File: src/rtl/button_conditioner.sv
// Push-button front end: synchronises the raw pin, debounces it with a counter FSM,
// and produces a clean level plus one-cycle press, release and long-press pulses.
module button_conditioner #(
    parameter int STAGES          = 2,
    parameter int DEBOUNCE_CYCLES = 16,
    parameter int HOLD_CYCLES     = 64,
    parameter bit ACTIVE_LOW      = 1'b0
) (
    input  logic clk,
    input  logic reset,
    input  logic btn_raw,
    output logic btn_level,
    output logic press_pulse,
    output logic release_pulse,
    output logic hold_pulse,
    output logic busy
);

    localparam int DW = $clog2(DEBOUNCE_CYCLES + 1);
    localparam int HW = $clog2(HOLD_CYCLES + 1);

    localparam logic [DW-1:0] DEB_LAST  = DW'(DEBOUNCE_CYCLES - 1);
    localparam logic [HW-1:0] HOLD_LAST = HW'(HOLD_CYCLES - 1);
    localparam logic [HW-1:0] HOLD_MAX  = HW'(HOLD_CYCLES);

    typedef enum logic [1:0] {
        IDLE,
        PRESS_WAIT,
        PRESSED,
        RELEASE_WAIT
    } state_t;

    state_t            state;
    logic [STAGES-1:0] sync;
    logic [DW-1:0]     deb_cnt;
    logic [HW-1:0]     hold_cnt;
    logic              n;
    logic              s;

    assign n = btn_raw ^ ACTIVE_LOW;
    assign s = sync[STAGES-1];

    always_ff @(posedge clk) begin
        if (reset) begin
            sync <= '0;
        end else begin
            sync <= {sync[STAGES-2:0], n};
        end
    end

    // deb_cnt is 0 in both stable states, so a stable state whose next sample
    // would already complete the count (DEBOUNCE_CYCLES == 1) accepts directly.
    always_ff @(posedge clk) begin
        if (reset) begin
            state         <= IDLE;
            deb_cnt       <= '0;
            hold_cnt      <= '0;
            btn_level     <= 1'b0;
            press_pulse   <= 1'b0;
            release_pulse <= 1'b0;
            hold_pulse    <= 1'b0;
            busy          <= 1'b0;
        end else begin
            // NOTE: pulses default low every cycle so each is high for exactly one cycle.
            press_pulse   <= 1'b0;
            release_pulse <= 1'b0;
            hold_pulse    <= 1'b0;

            case (state)
                IDLE, PRESS_WAIT: begin
                    if (s) begin
                        if (deb_cnt == DEB_LAST) begin
                            state       <= PRESSED;
                            deb_cnt     <= '0;
                            hold_cnt    <= '0;
                            btn_level   <= 1'b1;
                            press_pulse <= 1'b1;
                            busy        <= 1'b0;
                        end else begin
                            state   <= PRESS_WAIT;
                            deb_cnt <= deb_cnt + 1'b1;
                            busy    <= 1'b1;
                        end
                    end else begin
                        state   <= IDLE;
                        deb_cnt <= '0;
                        busy    <= 1'b0;
                    end
                end

                PRESSED, RELEASE_WAIT: begin
                    if (!s) begin
                        if (deb_cnt == DEB_LAST) begin
                            state         <= IDLE;
                            deb_cnt       <= '0;
                            btn_level     <= 1'b0;
                            release_pulse <= 1'b1;
                            busy          <= 1'b0;
                        end else begin
                            state   <= RELEASE_WAIT;
                            deb_cnt <= deb_cnt + 1'b1;
                            busy    <= 1'b1;
                        end
                    end else begin
                        // A bounce back to pressed keeps hold_cnt frozen; it resumes next cycle.
                        if (state == PRESSED && hold_cnt != HOLD_MAX) begin
                            hold_cnt <= hold_cnt + 1'b1;
                            if (hold_cnt == HOLD_LAST) begin
                                hold_pulse <= 1'b1;
                            end
                        end
                        state   <= PRESSED;
                        deb_cnt <= '0;
                        busy    <= 1'b0;
                    end
                end

                default: begin
                    state   <= IDLE;
                    deb_cnt <= '0;
                    busy    <= 1'b0;
                end
            endcase
        end
    end

endmodule

File: config.mk
export PLATFORM = sky130hd
export DESIGN_NAME = button_conditioner
export DESIGN_NICKNAME = d
export VERILOG_FILES = /design/src/rtl/button_conditioner.sv
export SDC_FILE = /design/constraint.sdc
export NUM_CORES = 1
export LEC_CHECK = 0
export ABC_AREA = 1
export CAP_MARGIN = 20
export CORE_MARGIN = 8
export CORE_UTILIZATION = 35
export CTS_CLUSTER_DIAMETER = 50
export DETAILED_ROUTE_END_ITERATION = 10
export PLACE_DENSITY = 0.57
export SYNTH_ARGS = -nofsm -noshare
export SYNTH_HDL_FRONTEND = slang
export SYNTH_SLANG_ARGS = --single-unit
File: constraint.sdc
create_clock -name clk -period 3 [get_ports clk]
set_clock_uncertainty 0.1 [all_clocks]
set_input_delay 0.6 -clock clk [delete_from_list [all_inputs] [get_ports clk]]
set_output_delay 0.6 -clock clk [all_outputs]
set_load 0.03 [all_outputs]
Word-level counts from Yosys, hierarchy flattened
Cells that the tools add are included.

Register bits: 21. Input port bits: 3.

Bitwise operators: 4. Equality and inequality tests: 12. Muxes and demuxes: 25. Reductions and logical operators: 9. Add/subtract/negate cells: 2.

Operator list (number): 7-bit two-way mux (4); 5-bit two-way mux (3); 7-bit case mux with 2 select lines (1); 2-bit != test (second input constant) (6); 5-bit case mux with 2 select lines (1); 1-bit two-way mux (9); 2-bit two-way mux (4); 4-bit AND reduction (2); 7-bit by 1-bit adder with 7-bit output (second input constant) (1); 7-bit by 6-bit equality test with 1-bit output (second input constant) (1); 7-bit != test (second input constant) (1); 3-bit OR reduction (2); 5-bit by 1-bit adder with 5-bit output (second input constant) (1); 5-bit by 4-bit equality test with 1-bit output (second input constant) (1); 2-bit equality test (second input constant) (2); 1-bit inverter (4); 1-bit case mux with 2 select lines (2); 2-bit case mux with 2 select lines (1); 2-bit OR reduction (2); 4-bit OR reduction (1); 2-bit by 1-bit equality test with 1-bit output (second input constant) (1); 2-bit zero test (1); 1-bit logical AND (1).

Longest topological paths before layout
Gate-level depths: netlist of the first run.

Word-level depth: 5. Depth in mapped cells: 11. Mapped depth without buffers: 11.

Worst setup path before layout of the first run
OpenSTA, ideal clock, no wires.

Path type: register -> register. Start point: register deb_cnt[0]. End point: register hold_cnt[1]. Stages on the path, launching flop included: 7. Data arrival time: 1.159 ns. Setup slack: 1.615 ns. Setup time: 0.125 ns. Path through: dfxtp_1 -> ha_1 -> nand4_4 -> a21oi_4 -> nand3_1 -> nand2_1 -> nor2_2.

Cells in the longest elaborated chain, start to end: 3.

Ends and longest elaborated chain: start: declaration (line 35) `logic [DW-1:0] deb_cnt;`; start signal: assignment (line 81) `deb_cnt <= deb_cnt + 1'b1;`; start signal: assignment (line 101) `deb_cnt <= deb_cnt + 1'b1;`; 5-bit by 4-bit equality test with 1-bit output (line 72) `if (deb_cnt == DEB_LAST) begin`; 2-bit != test (no line); 4-bit AND reduction (no line); end signal: assignment (line 107) `hold_cnt <= hold_cnt + 1'b1;`; end: declaration (line 36) `logic [HW-1:0] hold_cnt;`.

Every way passes these cells. A chain may end at the register's enable or synchronous reset.

Worst setup path after layout of the first run
Start point: register busy. End point: output busy.

RTL lines: start: declaration (line 16) `output logic busy`; start signal: assignment (line 62) `busy <= 1'b0;`; start signal: assignment (line 78) `busy <= 1'b0;`; start signal: assignment (line 82) `busy <= 1'b1;`.

No word-level cell between the ends.

==> results of run 1 <==
==> layer usage <==
metal	part of all wire	GRT usage	vias up	wire length, um
met5	0	0	-	0
met4	0	0.0230	0	0
met3	0.034	0.0311	0	60
met2	0.48	0.141	17	833
met1	0.49	0.0987	352	855
li1	-	-	426	-
==> stage by stage <==
stage / setup slack, ns / instances / instance area, um^2 / util / total power (uW)
floorplan: 1.62 / 129 / 941 / - / 281
global placement: 1.11 / 165 / 1040 / 0.391 / 287
detailed placement: 1.06 / 165 / 1040 / 0.391 / 287
finish: 0.955 / 169 / 1080 / 0.405 / 432
global route: 0.885 / 169 / 1080 / 0.405 / 457
CTS: 0.931 / 169 / 1080 / 0.405 / 439
==> sequential cells by signal, summed over array words and instances (netlist names) <==
| name | flops |
|---|---|
| hold_cnt | 7 |
| deb_cnt | 5 |
| sync | 2 |
| btn_level | 1 |
| busy | 1 |
| hold_pulse | 1 |
| press_pulse | 1 |
| release_pulse | 1 |
| state | 1 |
==> logic make-up (layout without fill, tap and decap cells) <==
family / Yosys count / in the layout / synth area share
adder cells (fa/ha/maj): 3 / 3 / 0.0399
XOR/XNOR: 2 / 2 / 0.0186
AO/OA/AOI/OAI: 11 / 11 / 0.0705
AND/OR/NAND/NOR: 73 / 73 / 0.364
buffers and inverters: 20 / 29 / 0.0811
flip-flops: 20 / 20 / 0.426
==> path summary, 6_finish.rpt <==
check | startpoint | to | slack [ns] | depth (start not counted)
setup / recovery | busy$_SDFF_PP0_ | busy | 0.95 | 1
hold / removal | sync[0]$_SDFF_PP0_ | sync[1]$_SDFF_PP0_ | 0.31 | 2
setup reg to reg | deb_cnt[0]$_SDFF_PP0_ | hold_cnt[6]$_SDFFE_PP0P_ | 1.43 | 6
hold reg to reg | sync[0]$_SDFF_PP0_ | sync[1]$_SDFF_PP0_ | 0.31 | 2
==> layout by cell type (no fill, tap or decap), types with 2 or more instances in the layout <==
| cell | n |
|---|---|
| ha_1 | 3 |
| nand2_1 | 27 |
| inv_1 | 17 |
| nor2_1 | 21 |
| nor2_2 | 3 |
| dfxtp_1 | 20 |
| a21oi_1 | 8 |
| nor4_1 | 2 |
| clkdlybuf4s50_1 | 7 |
| clkbuf_4 | 3 |
| o21ai_0 | 2 |
| nand4_1 | 2 |
| nand3_1 | 12 |
| nand2_2 | 2 |
==> power breakdown <==
part / switching, uW / internal (uW)
Clock: 77.8 / 73.9
Combinational: 7.46 / 4.44
Sequential: 1.41 / 267
Total: 86.7 / 346
==> area by class of cell <==
cell class / count / area [um^2]
well taps: 31 / 38.8
inverters: 18 / 67.6
fillers: 281 / 1590
multi-input cells: 89 / 464
clock buffers: 4 / 36.3
flip-flops and latches: 20 / 400
repair buffers: 7 / 70.1
==> metrics.txt, run 1 <==
clk slew on worst S/H paths=0.10 ns; core outline area=2660 um^2; Layout Nets=145; Slew HR=0.663; Overflow after GRT=0; top-count cell post-synth=nand2_1; setup TNS=0 ns; Clock Path Buffers=2; max cap viols=0; largest cells by area after synthesis=dfxtp_1, nand2_1, nor2_1, inv_1, nand3_1; DRC Markers=0; Final Max Slew Viols=0; leakage power=0.000403 uW; Netlist Area Pre-Place=941 um^2; CTS root buffer=clkbuf_4; share of layout cells above drive strength 1=0.101; final number of setup-violating endpoints=0; arrival time at the worst endpoint=1.35 ns; # Post-CTS Setup Buffers=0; Max rail drop VDD=0.303 mV; Worst setup SP type=flip-flop; TritonCTS Buffers=3; CP Class=flip-flop to output pin; Hold Path Class=flip-flop to flip-flop; Yosys reg bits=20; Post-CTS Hold Fix Bufs=0; Crit path required time=2.30 ns; initial antenna violation count=0; synthesized net count=135; critical path's top delay family=buffers and inverters; min cycle time layout=2.05 ns; Die X=67.9 um; drt first pass iters=4; cell taking the most area after synthesis=dfxtp_1; GPL Wtd Cong=0.762; Crit. End Element=output pin; most frequent cells after synthesis=nand2_1, nor2_1, dfxtp_1; GRT Total Usage=0.0839; Final Hold Viols=0; area fraction of the dominant cell type after synthesis=0.426; register area share after synthesis=0.426; Tightest Pin Transition=0.505 ns; Die Y=67.9 um; Boundary Pins=8; main flop type after synthesis=dfxtp_1; part of the cycle the worst path needs=0.682; Rows=19; CP cell instances=clkdlybuf4s50_1; vias in the first global route=718; PortBufs=7; async set-reset flop share out of synthesis=0; RSZ-0062 raised after global routing=false; Slowest cell on crit path=clkdlybuf4s50_1; routed len/inst=10.3 um; Total Wirelength=1.75 mm; crit path buf inv count=1; Layout area overhead=14.5%; Post-synth EDFFs=0; DR iter-0 viols=60; outcome=completed; critical-path maximum fanout=2; number of antenna-violating nets in the routed design=0; # resized after CTS=0; hpwl dp=1.37 mm; PwrDens=401 nW/um^2; Post-Synthesis Cells=129; CTS tree=done; htree depth=1; Num Clock Sinks=20; vias after detailed routing=795; YS warnings=0; Max stage delay on crit path=0.68 ns; Via density=4.70; synth unique cells=22; largest net degree at the start of global routing=15; Antenna diodes=0; Avg Cell Area, Syn=7.29 um^2; worst hold slack=0.312 ns; die area=4600 um^2; first-pass GRT wire length=3.00 mm; Clk Latency, worst-skew pair=0.29 ns; Fmax achieved=489 MHz; Starting Density=0.353
No activity file was read; power rests on OpenSTA's default activity.
==> run 2: changes to the inputs <==
==> constraint.sdc (replaced) <==
create_clock -name clk -period 1.9 [get_ports clk]
set_clock_uncertainty 0.1 [all_clocks]
set_input_delay 0.38 -clock clk [delete_from_list [all_inputs] [get_ports clk]]
set_output_delay 0.38 -clock clk [all_outputs]
set_load 0.03 [all_outputs]
==> metrics.txt, run 2 (synthesis gave the netlist of run 1 again) <==
Slew HR=0.774; Clk Latency, worst-skew pair=0.29 ns; Antenna diodes=0; vias in the first global route=806; Clock Path Buffers=2; Total Wirelength=1.90 mm; outcome=completed; Via density=4.83; Max rail drop VDD=0.474 mV; min cycle time layout=1.80 ns; number of antenna-violating nets in the routed design=0; Starting Density=0.353; critical path's top delay family=buffers and inverters; Overflow after GRT=0; Rows=19; Worst setup SP type=flip-flop; max FFs per register=7; largest net degree at the start of global routing=13; share of layout cells above drive strength 1=0.108; Crit. End Element=output pin; commonest cells after routing, fill and taps aside=nand2_1, nor2_1, dfxtp_1, inv_1, nand3_1; setup TNS=0 ns; Tightest Pin Transition=0.338 ns; Final Hold Viols=0; DRC Markers=0; Layout area overhead=17.3%; PwrDens=712 nW/um^2; Die X=67.9 um; htree depth=1; # Post-CTS Setup Buffers=0; GPL Wtd Cong=0.770; CP Class=flip-flop to output pin; arrival time at the worst endpoint=1.32 ns; Hold Path Class=flip-flop to flip-flop; Biggest register=hold_cnt; vias after detailed routing=821; commonest non-fill, non-tap cell in the layout=nand2_1; TritonCTS Buffers=3; Fmax achieved=557 MHz; die area=4600 um^2; drt first pass iters=4; routed len/inst=11.2 um; Slowest cell on crit path=clkdlybuf4s50_1; crit path buf inv count=1; Boundary Pins=8; Die Y=67.9 um; DR iter-0 viols=43; part of the cycle the worst path needs=0.945; critical-path maximum fanout=2; final number of setup-violating endpoints=0; RSZ-0062 raised after global routing=false; Max stage delay on crit path=0.67 ns; hpwl dp=1.48 mm; Final Max Slew Viols=0; max cap viols=0; CP cell instances=clkdlybuf4s50_1; Num Clock Sinks=20; GRT Total Usage=0.0924; worst hold slack=0.314 ns; first-pass GRT wire length=3.30 mm; CTS root buffer=clkbuf_4; Largest regs=hold_cnt (7), deb_cnt (5), sync (2); initial antenna violation count=0; leakage power=0.000432 uW; PortBufs=7; Crit path required time=1.42 ns; # fillers=274; CTS tree=done; core outline area=2660 um^2; clk slew on worst S/H paths=0.11 ns; Layout Nets=146
[run 2: cell type report]
type | instances | area [um^2] | area share
Tap cell | 31 | 38.8 | 0.0351
Timing Repair Buffer | 8 | 80.1 | 0.0726
Sequential cell | 20 | 400 | 0.363
Clock buffer | 3 | 22.5 | 0.0204
Multi-Input combinational cell | 89 | 464 | 0.421
Clock inverter | 1 | 30.0 | 0.0272
Inverter | 18 | 67.6 | 0.0612
[run 2: path summary, 6_finish.rpt]
check                           slack (ns)                        to                   start  cells past startpoint
worst max-delay path                  0.10                 btn_level  btn_level$_SDFFE_PP0P_                      1
worst min-delay path                  0.31        sync[1]$_SDFF_PP0_      sync[0]$_SDFF_PP0_                      2
worst max register to register        0.33  hold_cnt[2]$_SDFFE_PP0P_   deb_cnt[0]$_SDFF_PP0_                      6
worst min register to register        0.31        sync[1]$_SDFF_PP0_      sync[0]$_SDFF_PP0_                      2
[run 2: report_power, final]
group / internal, uW / leakage [uW] / switching [uW] / total (uW)
clock: 213 / 0.0000279 / 129 / 342
combinational: 8.23 / 0.000243 / 11.6 / 19.9
sequential: 422 / 0.000162 / 2.20 / 425
total: 644 / 0.000432 / 143 / 786
[run 2: metrics by stage]
step	instance area (um^2)	utilization	setup slack (ns)	cells	power (uW)
CTS	1100	0.414	0.0403	170	797
global route	1100	0.414	0.0460	170	823
detailed placement	1050	0.394	0.345	166	454
finish	1100	0.414	0.104	170	786
floorplan	941	-	0.515	129	444
global placement	1050	0.394	0.355	166	454
[run 2: worst register-to-register path, stage by stage (launching register included)]
cell and delay [ns]:
dfxtp_1 0.37, ha_1 0.26, nand4_4 0.20, a21oi_4 0.28, nand2_4 0.11, nand2_1 0.07
a21oi_1 0.07
[run 2: timing repair]
item | CTS | global route
resized for setup | 0 | 1
hold buffers | 0 | 0
setup endpoints to repair | 0 | 1
[run 2: metal layers]
layer,part of all wire,track usage
met1,0.45,0.102
met2,0.48,0.162
met3,0.050,0.0180
met4,0.014,0.0537
met5,0,0
==> run 3: changes to the inputs <==
--- a/config.mk
+++ b/config.mk
@@ -7,11 +7,13 @@
 export LEC_CHECK = 0
 export ABC_AREA = 1
 export CAP_MARGIN = 20
+export CELL_PAD_IN_SITES_DETAIL_PLACEMENT = 0
+export CELL_PAD_IN_SITES_GLOBAL_PLACEMENT = 1
 export CORE_MARGIN = 8
 export CORE_UTILIZATION = 35
 export CTS_CLUSTER_DIAMETER = 50
 export DETAILED_ROUTE_END_ITERATION = 10
-export PLACE_DENSITY = 0.57
+export PLACE_DENSITY = 0.72
 export SYNTH_ARGS = -nofsm -noshare
 export SYNTH_HDL_FRONTEND = slang
 export SYNTH_SLANG_ARGS = --single-unit
==> metrics.txt, run 3 (synthesis gave the netlist of run 1 again) <==
Boundary Pins=8; Antenna diodes=0; RSZ-0062 raised after global routing=false; Layout Nets=146; Max rail drop VDD=0.452 mV; Slew HR=0.780; Fmax achieved=550 MHz; htree depth=1; largest net degree at the start of global routing=13; Crit. End Element=output pin; clk slew on worst S/H paths=0.12 ns; Clk Latency, worst-skew pair=0.30 ns; Post-CTS Hold Fix Bufs=0; critical path's top delay family=buffers and inverters; hpwl dp=1.41 mm; TritonCTS Buffers=3; Clock Path Buffers=2; Starting Density=0.353; Max stage delay on crit path=0.67 ns; Die Y=67.9 um; vias in the first global route=795; Num Clock Sinks=20; PortBufs=7; initial antenna violation count=0; outcome=completed; CTS tree=done; share of layout cells above drive strength 1=0.108; Final Worst Setup Slack=0.0830 ns; Overflow after GRT=0; drt first pass iters=4; Final Max Slew Viols=0; max cap viols=0; leakage power=0.000415 uW; critical-path maximum fanout=2; die area=4600 um^2; Layout area overhead=17.0%; Via density=4.59; part of the cycle the worst path needs=0.956; Die X=67.9 um; commonest non-fill, non-tap cell in the layout=nand2_1; PwrDens=716 nW/um^2; CTS root buffer=clkbuf_4; Place WS=0.348 ns; min cycle time layout=1.82 ns; Largest regs=hold_cnt (7), deb_cnt (5), sync (2); GRT Total Usage=0.0956; crit path buf inv count=1; # resized after CTS=0; final number of setup-violating endpoints=0; vias after detailed routing=781; Slowest cell on crit path=clkdlybuf4s50_1; arrival time at the worst endpoint=1.34 ns; Hold Path Class=flip-flop to flip-flop; DR iter-0 viols=15; Crit path required time=1.42 ns; first-pass GRT wire length=3.41 mm; Final Hold Viols=0; Rows=19; DRC Markers=0; number of antenna-violating nets in the routed design=0; CP cell instances=clkdlybuf4s50_1; setup TNS=0 ns; GPL Wtd Cong=0.791; # Post-CTS Setup Buffers=0; commonest cells after routing, fill and taps aside=nand2_1, nor2_1, dfxtp_1, inv_1, nand3_1; # fillers=307; core outline area=2660 um^2; Worst setup SP type=flip-flop; routed len/inst=10.4 um; Biggest register=hold_cnt; Total Wirelength=1.77 mm; max FFs per register=7; Reg area=400 um^2; CP Class=flip-flop to output pin; Tightest Pin Transition=0.330 ns; area of the multi-input gates=464 um^2
run 3: changes by cell type in the layout (fill, tap and decap cells not counted), sizes merged:
cell           change
dlymetal6s2s       -1
clkdlybuf4s50      +1
run 3: layout make-up:
cell class,count,share of cell area
Clock buffer,3,0.0205
Clock inverter,1,0.0273
Inverter,18,0.0614
Multi-Input combinational cell,89,0.422
Sequential cell,20,0.364
Tap cell,31,0.0352
Timing Repair Buffer,8,0.0705
run 3: final timing paths:
| kind | from | end | slack (ns) | cells after the start |
|---|---|---|---|---|
| setup / recovery | busy$_SDFF_PP0_ | busy | 0.08 | 1 |
| hold / removal | sync[0]$_SDFF_PP0_ | sync[1]$_SDFF_PP0_ | 0.31 | 2 |
| setup reg to reg | deb_cnt[0]$_SDFF_PP0_ | hold_cnt[5]$_SDFFE_PP0P_ | 0.35 | 7 |
| hold reg to reg | sync[0]$_SDFF_PP0_ | sync[1]$_SDFF_PP0_ | 0.31 | 2 |
run 3: power breakdown:
group          leakage [uW]  internal, uW  switching (uW)
combinational      0.000225          8.33            11.8
sequential         0.000162           422            2.01
clock             0.0000279           213             130
total              0.000415           644             144
run 3: metrics by stage:
| stage | power (uW) | util | instance area (um^2) | cells | hold WS, ns |
|---|---|---|---|---|---|
| finish | 788 | 0.414 | 1100 | 170 | 0.309 |
| floorplan | 444 | - | 941 | 129 | 0.288 |
| CTS | 805 | 0.414 | 1100 | 170 | 0.315 |
| detailed placement | 455 | 0.394 | 1050 | 166 | 0.313 |
| global placement | 454 | 0.394 | 1050 | 166 | 0.308 |
| global route | 827 | 0.414 | 1100 | 170 | 0.328 |
run 3: metal layers:
metal | share of wire | vias to the layer above | track usage
li1 | - | 425 | -
met1 | 0.47 | 348 | 0.116
met2 | 0.48 | 6 | 0.155
met3 | 0.046 | 2 | 0.0295
met4 | 0.0079 | 0 | 0.0384
met5 | 0 | - | 0
